### src/rtl/uart_tx_arbiter.sv
// Round-robin arbiter that shares one UART transmitter among NREQ byte sources,
// with per-packet ownership lock and a sticky timeout flag.
module uart_tx_arbiter #(
  parameter int NREQ    = 4,
  parameter int TIMEOUT = 4096
) (
  input  logic              clk,
  input  logic              reset,
  input  logic [NREQ-1:0]   req,
  input  logic [8*NREQ-1:0] req_data,
  input  logic [NREQ-1:0]   req_lock,
  output logic [NREQ-1:0]   ack,
  output logic              tx_start,
  output logic [7:0]        tx_data,
  input  logic              tx_busy,
  input  logic              tx_end,
  output logic [1:0]        owner,
  output logic              busy,
  output logic              err,
  input  logic              err_clr
);

  localparam int            CW        = (TIMEOUT > 2) ? $clog2(TIMEOUT) : 1;
  localparam logic [CW-1:0] CNT_LAST  = CW'(TIMEOUT - 1);
  localparam logic [1:0]    OWNER_RST = 2'(NREQ - 1);

  typedef enum logic {
    IDLE     = 1'b0,
    WAIT_END = 1'b1
  } state_t;

  state_t          state_q, state_d;
  logic [1:0]      owner_q, owner_d;
  logic            lock_q, lock_d;
  logic [CW-1:0]   cnt_q, cnt_d;
  logic            err_q, err_d;
  logic [NREQ-1:0] ack_q, ack_d;
  logic            tx_start_q, tx_start_d;
  logic [7:0]      tx_data_q, tx_data_d;

  logic            pick_valid;
  logic [1:0]      pick_idx;
  logic            grant_valid;
  logic [1:0]      grant_idx;

  logic [7:0]      req_byte [NREQ];

  genvar gi;
  generate
    for (gi = 0; gi < NREQ; gi++) begin : g_unpack
      assign req_byte[gi] = req_data[8*gi +: 8];
    end
  endgenerate

  function automatic logic [1:0] rr_index(input logic [1:0] base, input int k);
    int s;
    s = (int'(base) + k) % NREQ;
    return 2'(s);
  endfunction

  // Scan from the farthest candidate inward so the one nearest owner+1 wins.
  always_comb begin
    pick_valid = 1'b0;
    pick_idx   = owner_q;
    for (int k = NREQ; k >= 1; k--) begin
      if (req[rr_index(owner_q, k)]) begin
        pick_valid = 1'b1;
        pick_idx   = rr_index(owner_q, k);
      end
    end
  end

  always_comb begin
    state_d     = state_q;
    owner_d     = owner_q;
    lock_d      = lock_q;
    cnt_d       = cnt_q;
    err_d       = err_q & ~err_clr;
    ack_d       = '0;
    tx_start_d  = 1'b0;
    tx_data_d   = '0;
    grant_valid = 1'b0;
    grant_idx   = owner_q;

    case (state_q)
      IDLE: begin
        if (lock_q && !req[owner_q]) begin
          // Lock holder walked away: drop the lock, arbitrate normally next cycle.
          lock_d = 1'b0;
        end else if (!tx_busy) begin
          if (lock_q) begin
            grant_valid = 1'b1;
            grant_idx   = owner_q;
          end else if (pick_valid) begin
            grant_valid = 1'b1;
            grant_idx   = pick_idx;
          end
        end

        if (grant_valid) begin
          state_d          = WAIT_END;
          owner_d          = grant_idx;
          lock_d           = req_lock[grant_idx];
          cnt_d            = '0;
          ack_d[grant_idx] = 1'b1;
          tx_start_d       = 1'b1;
          tx_data_d        = req_byte[grant_idx];
        end
      end

      WAIT_END: begin
        if (tx_end) begin
          state_d = IDLE;
        end else if (cnt_q == CNT_LAST) begin
          // Timeout set takes priority over a same-cycle err_clr.
          err_d   = 1'b1;
          lock_d  = 1'b0;
          state_d = IDLE;
        end else begin
          cnt_d = cnt_q + 1'b1;
        end
      end

      default: state_d = IDLE;
    endcase
  end

  always_ff @(posedge clk) begin
    if (reset) begin
      state_q    <= IDLE;
      owner_q    <= OWNER_RST;
      lock_q     <= 1'b0;
      cnt_q      <= '0;
      err_q      <= 1'b0;
      ack_q      <= '0;
      tx_start_q <= 1'b0;
      tx_data_q  <= '0;
    end else begin
      state_q    <= state_d;
      owner_q    <= owner_d;
      lock_q     <= lock_d;
      cnt_q      <= cnt_d;
      err_q      <= err_d;
      ack_q      <= ack_d;
      tx_start_q <= tx_start_d;
      tx_data_q  <= tx_data_d;
    end
  end

  assign ack      = ack_q;
  assign tx_start = tx_start_q;
  assign tx_data  = tx_data_q;
  assign owner    = owner_q;
  assign busy     = (state_q == WAIT_END);
  assign err      = err_q;

endmodule

### config.mk
export PLATFORM = sky130hd
export DESIGN_NAME = uart_tx_arbiter
export DESIGN_NICKNAME = d
export VERILOG_FILES = /design/src/rtl/uart_tx_arbiter.sv
export SDC_FILE = /design/constraint.sdc
export NUM_CORES = 1
export LEC_CHECK = 0
export CAP_MARGIN = 20
export CORE_AREA = 10 10 72 74
export CTS_BUF_LIST = sky130_fd_sc_hd__clkbuf_16
export DETAILED_ROUTE_END_ITERATION = 10
export DIE_AREA = 0 0 82 84
export DONT_BUFFER_PORTS = 1
export PLACE_DENSITY = 0.64
export SLEW_MARGIN = 25
export SYNTH_ARGS = -nofsm -noshare
export SYNTH_HDL_FRONTEND = slang
export SYNTH_SLANG_ARGS = --single-unit
### constraint.sdc
create_clock -name clk -period 4.2 [get_ports clk]
set_clock_uncertainty 0.1 [all_clocks]
set_input_delay 0 -clock clk [delete_from_list [all_inputs] [get_ports clk]]
set_output_delay 0 -clock clk [all_outputs]
set_load 0.01 [all_outputs]
==> results summary, run 1 <==
The total number of clock tree sinks is 30. The later-pin clock latency in the skew report came out at roughly 270 ps. The number of global-route vias before repair is about 1500.

After layout, the design draws a total of 865 uW. After synthesis, the share of flip-flops with an asynchronous set or reset is 0. The minimum setup slack after placement is 1740 ps. Traced cell by cell, the critical path runs through a21boi_0 > o2111ai_2 > and3_1 > mux2i_1 > dlygate4sd3_1 > o221ai_2 > dlygate4sd3_1. For this run, global-route usage on met1 was measured as 0.148. The worst endpoint required time came out at roughly 4300 ps. The final cycle utilization of the critical path came out at 0.799. The synthesis-to-layout area growth is 22.1%. The worst hold path terminates at cnt_q[0].

The top-level I/O count came out at between 60 and 70. Setup repair after global routing left no endpoint under its margin. The clock-pin slew of the registers on the worst-case setup and hold paths came out at 50 ps. The shortest period the worst path allows came out at 3350 ps. The multiplexer fraction of the synthesized cell area came out at 0.0279.

The number of enable-type register cells in the synthesized netlist came out at 0. The CTS tree is done. After detailed routing, the average wire length per cell comes to 18.6 um. The aggregate global routing overflow came out at 0. The max-cap violation count is 0. The most frequent standard cell in the layout excluding fill and tap cells is dfxtp_1.

A synthesized cell averages between 9 and 10 um2. The share of synthesized area in the top cell type comes to 0.362. The placed cell count came out at 220.

The fraction of the mapped netlist area in compound gates is 0.194. Among all stages on the critical path, the largest delay is contributed by dlygate4sd3_1. The post-cts sizing count came out at 0. The library cell appearing most often on the critical path is dlygate4sd3_1. Of the synthesized area, sequential elements account for 0.362.

The worst setup path is captured at a flip-flop. The setup-violating endpoint count in the final report is 0. The register-to-register path setup slack came out at 850 ps. Excluding fillers, the count of instances in the completed layout stands at 252. The gate count of the mapped netlist is between 150 and 200. The global-route total usage across every layer is 0.137. Buffers placed on the I/O ports in this run total 0. The total of warnings raised by yosys came out at 0. The largest fanout of any net on the critical path is 13. At the pin with the least slew margin, the transition time is 665 ps. The dominant synthesized flop cell is dfxtp_1. dfxtp_1 takes more of the synthesized area than any other cell. The net count after synthesis came out at 226.

The detailed-routing iteration count for the pre-antenna-repair pass is 4. In this run the horizontal extent of the chip is 82 um. The wire length reported by the detailed router came out at 4.69 mm. The arrival time reported for the critical path endpoint came out at approximately 3400 ps.

The power density over the cells is 427 nW/um2. The routed layout has 1440 vias. The worst slew margin relative to its limit came out at 0.554.

The critical path is of the flip-flop to flip-flop type. The tightest min-delay check is of the input pin to flip-flop type. The ratio of cells with drive above 1 in the final layout is 0.144. In this run the critical register-to-register path is launched from owner[1].

The final sum of negative setup slack came out at 0 ps. The layer with the highest usage after global routing is met2. The clock root buffer is clkbuf_16. The clock tree synthesis step divided the H-tree into 2 levels.

The maximum clock rate is 298 MHz. The simple-gate share of the synthesized area is 0.296. In the routed design, unresolved DRC markers number 0. The peak supply drop came out at 0.243 mV. The worst hold path passes through 3 cells. The filler cell count in the final layout is ~360.

Summing all placed instances gives a cell area of 1630 um2. The reported leakage power came out at 0.754 nW. The xor and xnor area share after synthesis came out at 0.0475. The endpoint identified for the worst register-to-register timing path is lock_q. In the layout the commonest cells are dfxtp_1, dlygate4sd3_1, nand2_1. Ranked by total cell area, the synthesized netlist is headed by dfxtp_1, nand2_1, and4_2.

The cell area that synthesis handed to floorplanning was 1660 um2. The area enclosed by the die boundary is 6890 um2. The largest stage delay on the critical path is 580 ps. After synthesis, the largest family of logic cells by area is simple AND/OR/NAND/NOR gates. Counting distinct cell types in the post-synthesis netlist gives 49. The worst path meets setup with 846 ps of slack. The initial antenna violation count is 1. The vertical die dimension came out at 84 um.

The cell row count came out at 23. The net count reported at finish is about 250. The cell family contributing the most delay on the critical path is buffers and inverters. The share of synthesized cell area in full adder, half adder and majority cells is 0.00754. The DRC marker count from the first detailed-route iteration is between 50 and 60.

The flow ran to the end, and the final reports show no timing, DRC or antenna violations. The global routing usage on met2 is 0.230. The maximum clock path buffer count came out at 2. Counting both buffers and inverters, the worst setup path holds a total of 2. The global-route track usage on met3 came out at 0.0463. The worst hold path begins at tx_end.

STA classifies the critical path startpoint as a flip-flop. The core footprint came out at between 3000 and 4000 um2. The depth of the worst register-to-register path is 7.

The hold violation total from the final report came to 0. The post-synthesis register bit count came out at 30. The number of buffers created by CTS is 5. The wire length of the first global-routing pass came out at 7.48 mm. The final non-filler cell area is approximately 2000 um2. The starting density of the core came out at 0.430. The number of vias per cell after detailed routing is 5.71.

The maximum number of pins on one net before global-route repair came out at 20. The global placer's final weighted congestion is ~0.78. The estimated wirelength of the detail-placed design came out at 3.39 mm. The count of nets left with antenna violations once routing finished came out at 0. The final-report max-slew violation count came out at 0.
[kinds of logic (layout without fill, tap and decap cells)]
| logic type | Yosys count | count (layout) |
|---|---|---|
| and+or+nand+nor | 86 | 86 |
| xor gates and xnor gates | 9 | 9 |
| adders and majority gates | 1 | 1 |
| DFF | 30 | 30 |
| AOI/OAI and AO/OA | 37 | 37 |
| buffers and inverters | 14 | 35 |
| other | 0 | 1 |
| muxes | 3 | 3 |
[registers in the layout, summed over array words and instances, names as in the netlist]
name,cells
cnt_q,12
tx_data,8
ack,4
owner,2
busy,1
err,1
lock_q,1
tx_start,1
[stage by stage]
step                utilization  hold WS [ps]
global route              0.525          50.8
global placement          0.422         -27.9
detailed placement        0.422         -21.8
floorplan                     -          57.2
CTS                       0.525          17.0
finish                    0.525          20.3
[area by class of cell]
type,count,area (um2),area share
Antenna cell,1,2.50,0.00124
Inverter,4,15.0,0.00741
Multi-Input combinational cell,136,950,0.469
Sequential cell,30,601,0.296
Timing Repair Buffer,23,230,0.114
Clock buffer,5,125,0.0618
Tap cell,50,62.6,0.0309
Clock inverter,3,40.0,0.0198
[synth_stat cells (3+ instances only)]
cell type,n
nand4_1,5
dfxtp_1,30
and4_2,8
nand2_1,22
a211oi_1,9
buf_6,5
xnor2_1,3
xor2_1,6
a311oi_1,6
inv_1,4
nand3_1,5
a21oi_1,6
and3_1,4
nand2b_1,3
nor2_1,19
[worst register-to-register path: stages (launching register included)]
cell           delay [ps]
dfxtp_1               550
a21boi_0              190
o2111ai_2             370
and3_1                570
mux2i_1               230
dlygate4sd3_1         580
o221ai_2               90
dlygate4sd3_1         550
[report_power, final]
| group | total [mW] | switching (mW) | leakage, nW | internal, mW |
|---|---|---|---|---|
| logic | 0.149 | 0.0824 | 0.426 | 0.0664 |
| registers | 0.322 | 0.0208 | 0.244 | 0.301 |
| clock network | 0.394 | 0.118 | 0.0836 | 0.277 |
[worst max-delay path by stage]
| stage | start | end | slack (ps) | cells past startpoint |
|---|---|---|---|---|
| 3_5_place_dp | owner[1] | cnt_q[7] | 1740 | 4 |
| 5_1_grt | owner[1] | lock_q | 640 | 7 |
| 4_1_cts | owner[1] | lock_q | 850 | 7 |
| 3_3_place_gp | owner[1] | cnt_q[7] | 1850 | 4 |
| 2_1_floorplan | owner[1] | owner[0] | 2280 | 5 |
| 6_report | owner[1] | lock_q | 850 | 7 |
[routing by layer]
| metal | up-vias | wire [um] |
|---|---|---|
| li1 | 719 | - |
| met1 | 675 | 1880 |
| met2 | 39 | 2450 |
| met3 | 7 | 281 |
| met4 | 0 | 87 |
| met5 | - | 0 |
[repair_timing]
action                                  in CTS  in global routing
endpoints found under the setup margin       0                  0
hold buffers                                23                  0
buffers inserted                             0                  0
hold endpoints to repair                    20                  0
(Power assumes the default switching activity.)
==> run 2, diff against run 1 <==
- PLACE_DENSITY: 0.64 -> 0.67
- clock period: 4.2 -> 2.95 ns (I/O delays scaled with it)
==> run 2 against run 1 <==
Combinational power rose by 51%. Power rose by 34%. Via count rose by 2.7%. Highest routed layer unchanged.
==> results summary, run 2 (synthesis gave the netlist of run 1 again) <==
The maximum clock path buffer count came out at 2 (unchanged). The final core area utilization came out at 0.532 (+0.00681). STA classifies the critical path endpoint as a flip-flop. The number of buffers created by CTS is 5 (unchanged). The shortest period the worst path allows came out at 2720 ps (-639 ps).

The peak supply drop came out at 0.328 mV (+35%). The top-level I/O count came out at 62 (unchanged). The arrival time reported for the critical path endpoint was 2770 ps (-640 ps). The maximum number of pins on one net before global-route repair came out at 20 (unchanged). The hold violation total from the final report came out at 0 (unchanged). The register with the most flip-flops in the final layout is cnt_q. The share of total power in combinational logic is 0.194 (+0.022). The net count reported at finish is 251 (+2.0%). Tracing the worst setup path back leads to its startpoint at owner[1].

The max-cap violation count was 0 (unchanged). The reported leakage power is 0.757 nW (+0.47%). The average detailed-routed wire length per instance is 18.1 um (-2.8%). The classification of the worst setup path is flip-flop to flip-flop. The tree is rooted in a clkbuf_16. The detailed-routing iteration count for the pre-antenna-repair pass is 4 (unchanged). The library cell used most frequently in the layout, excluding fill and tap cells, is dfxtp_1. The global placer's final weighted congestion is 0.731 (-6.0%). The core footprint came out at 3860 um2 (unchanged).

The largest fanout of any net on the critical path is 18 (+5). The CTS tree is done. The depth of the worst register-to-register path was 6 (-1). The switching power share of the total was 0.276 (+0.0206). The remaining design rule violation count came out at 0 (unchanged). In this run the worst setup path terminates at tx_data[4].

The switching component of the power came to 320 uW (+45%). The ratio of cells with drive above 1 in the final layout came out at 0.160 (+0.0159). In the layout the commonest cells are dfxtp_1, dlygate4sd3_1, nand2_1. The power density over the cells was 565 nW/um2 (+32%). The number of global-route vias before repair came to 1511 (+1.5%).

The setup-violating endpoint count in the final report is 0 (unchanged). The worst slew margin relative to its limit was 0.628 (+0.0742). The number of flip-flops in the largest register came out at 12 (unchanged).

The starting density of the core was 0.430 (unchanged). The total number of clock tree sinks came out at 30 (unchanged). The synthesis-to-layout area growth is 23.7%. The worst setup path is launched from a flip-flop. The DRC marker count from the first detailed-route iteration was 117 (+98%). The flow ran to the end, and the final reports show no timing, DRC or antenna violations. The clock network fraction of design power is 0.410 (-0.046). The final-report max-slew violation count came to 0 (unchanged). The worst endpoint required time was 3010 ps (-1250 ps). The min-delay analysis places its worst path in the category input pin to flip-flop. The cell row count is 23 (unchanged). The aggregate global routing overflow is 0 (unchanged). The critical register-to-register path endpoint is tx_data[4]. The number of inserted diodes is 0 (-1). The vertical die dimension came out at 84 um (unchanged). The clock-pin slew of the registers on the worst-case setup and hold paths is 50 ps (about the same). The number of vias per cell after detailed routing came out at 5.78 (+1.1%). The antenna violation net count after detailed routing came out at 0 (unchanged). The wire length of the first global-routing pass came to 7.25 mm (-3.1%). The register-to-register path setup slack is 230 ps (-610 ps). In this run the critical register-to-register path is launched from owner[1]. The post-route worst hold slack is 19.2 ps (-1.10 ps). The estimated wirelength of the detail-placed design is 3.35 mm (-1.2%). The global-route total usage across every layer is 0.132 (-0.00506).

The area enclosed by the die boundary came out at 6890 um2 (unchanged). The transition time at the pin with the least slew margin is 557 ps (-108 ps). The final cycle utilization of the critical path came out at 0.921 (+0.122). The total number of H-tree levels is 2 (unchanged).

The die width is 82 um (unchanged). The number of vias after detailed routing is 1479 (+2.7%). The count of port buffers added during placement came to 0 (unchanged).

The initial antenna violation count came out at 0 (-1). Setup repair after global routing left no endpoint under its margin. The maximum clock rate is 368 MHz (+24%). The later-pin clock latency in the skew report came out at 270 ps (about the same). The final sum of negative setup slack is 0 ps (unchanged). The wire length reported by the detailed router came out at 4.64 mm (-1.3%).

The internal portion of total power was 839 uW (+30%). The sequential fraction of design power is 0.395 (+0.023).
[run 2: cell types whose count changed in the layout (fill, tap and decap cells not counted), sizes merged]
cell / change
dlygate4sd3: +1
clkinvlp: +1
diode: -1
bufinv: -1
buf: +4
[run 2: timing repair]
item	in CTS	in global routing
resized for setup	0	3
setup buffers	0	3
setup endpoints to repair	0	7
endpoints found under the hold margin	20	0
hold buffers	24	0
[run 2: area by class of cell]
class,count,area [um2]
Clock buffer,5,125
Clock inverter,3,16.3
Fill cell,363,1800
Inverter,4,15.0
Multi-Input combinational cell,136,962
Sequential cell,30,601
Tap cell,50,62.6
Timing Repair Buffer,28,270
[run 2: critical path, stage by stage, from the launching register on]
cell,delay [ps]
dfxtp_1,420
and2b_1,240
a31oi_2,420
nand3_4,250
a211oi_1,460
a311oi_1,110
dlygate4sd3_1,590
[run 2: worst min-delay path by stage]
stage	startpoint	slack, ps	depth (start not counted)	end
floorplan	req_data[0]	60	2	tx_data[0]
global placement	reset	-30	1	cnt_q[1]
detailed placement	reset	-30	1	cnt_q[1]
CTS	tx_end	9	3	busy
global route	tx_end	40	3	cnt_q[0]
finish	tx_busy	20	4	busy
[run 2: through the flow]
step	setup WS, ps	area, um2	total power [mW]	instances
after global routing	89.5	2050	1.21	256
after detailed placement	634	1640	0.642	221
after global placement	814	1640	0.632	221
after floorplan	1030	1660	0.639	180
final	234	2050	1.16	256
after CTS	131	2020	1.15	253
[run 2: power groups by stage]
stage / combinational, mW / clock, mW / sequential [mW]
floorplan: 0.180 / 0 / 0.459
global placement: 0.166 / 0 / 0.466
detailed placement: 0.175 / 0 / 0.467
CTS: 0.210 / 0.484 / 0.459
global route: 0.245 / 0.506 / 0.462
finish: 0.225 / 0.476 / 0.458
[run 2: layer usage]
layer	vias to the layer above	track usage	wire, um
met5	-	0	0
met4	0	0.0712	144
met3	15	0.0560	388
met2	54	0.216	2340
met1	686	0.136	1760
li1	724	-	-
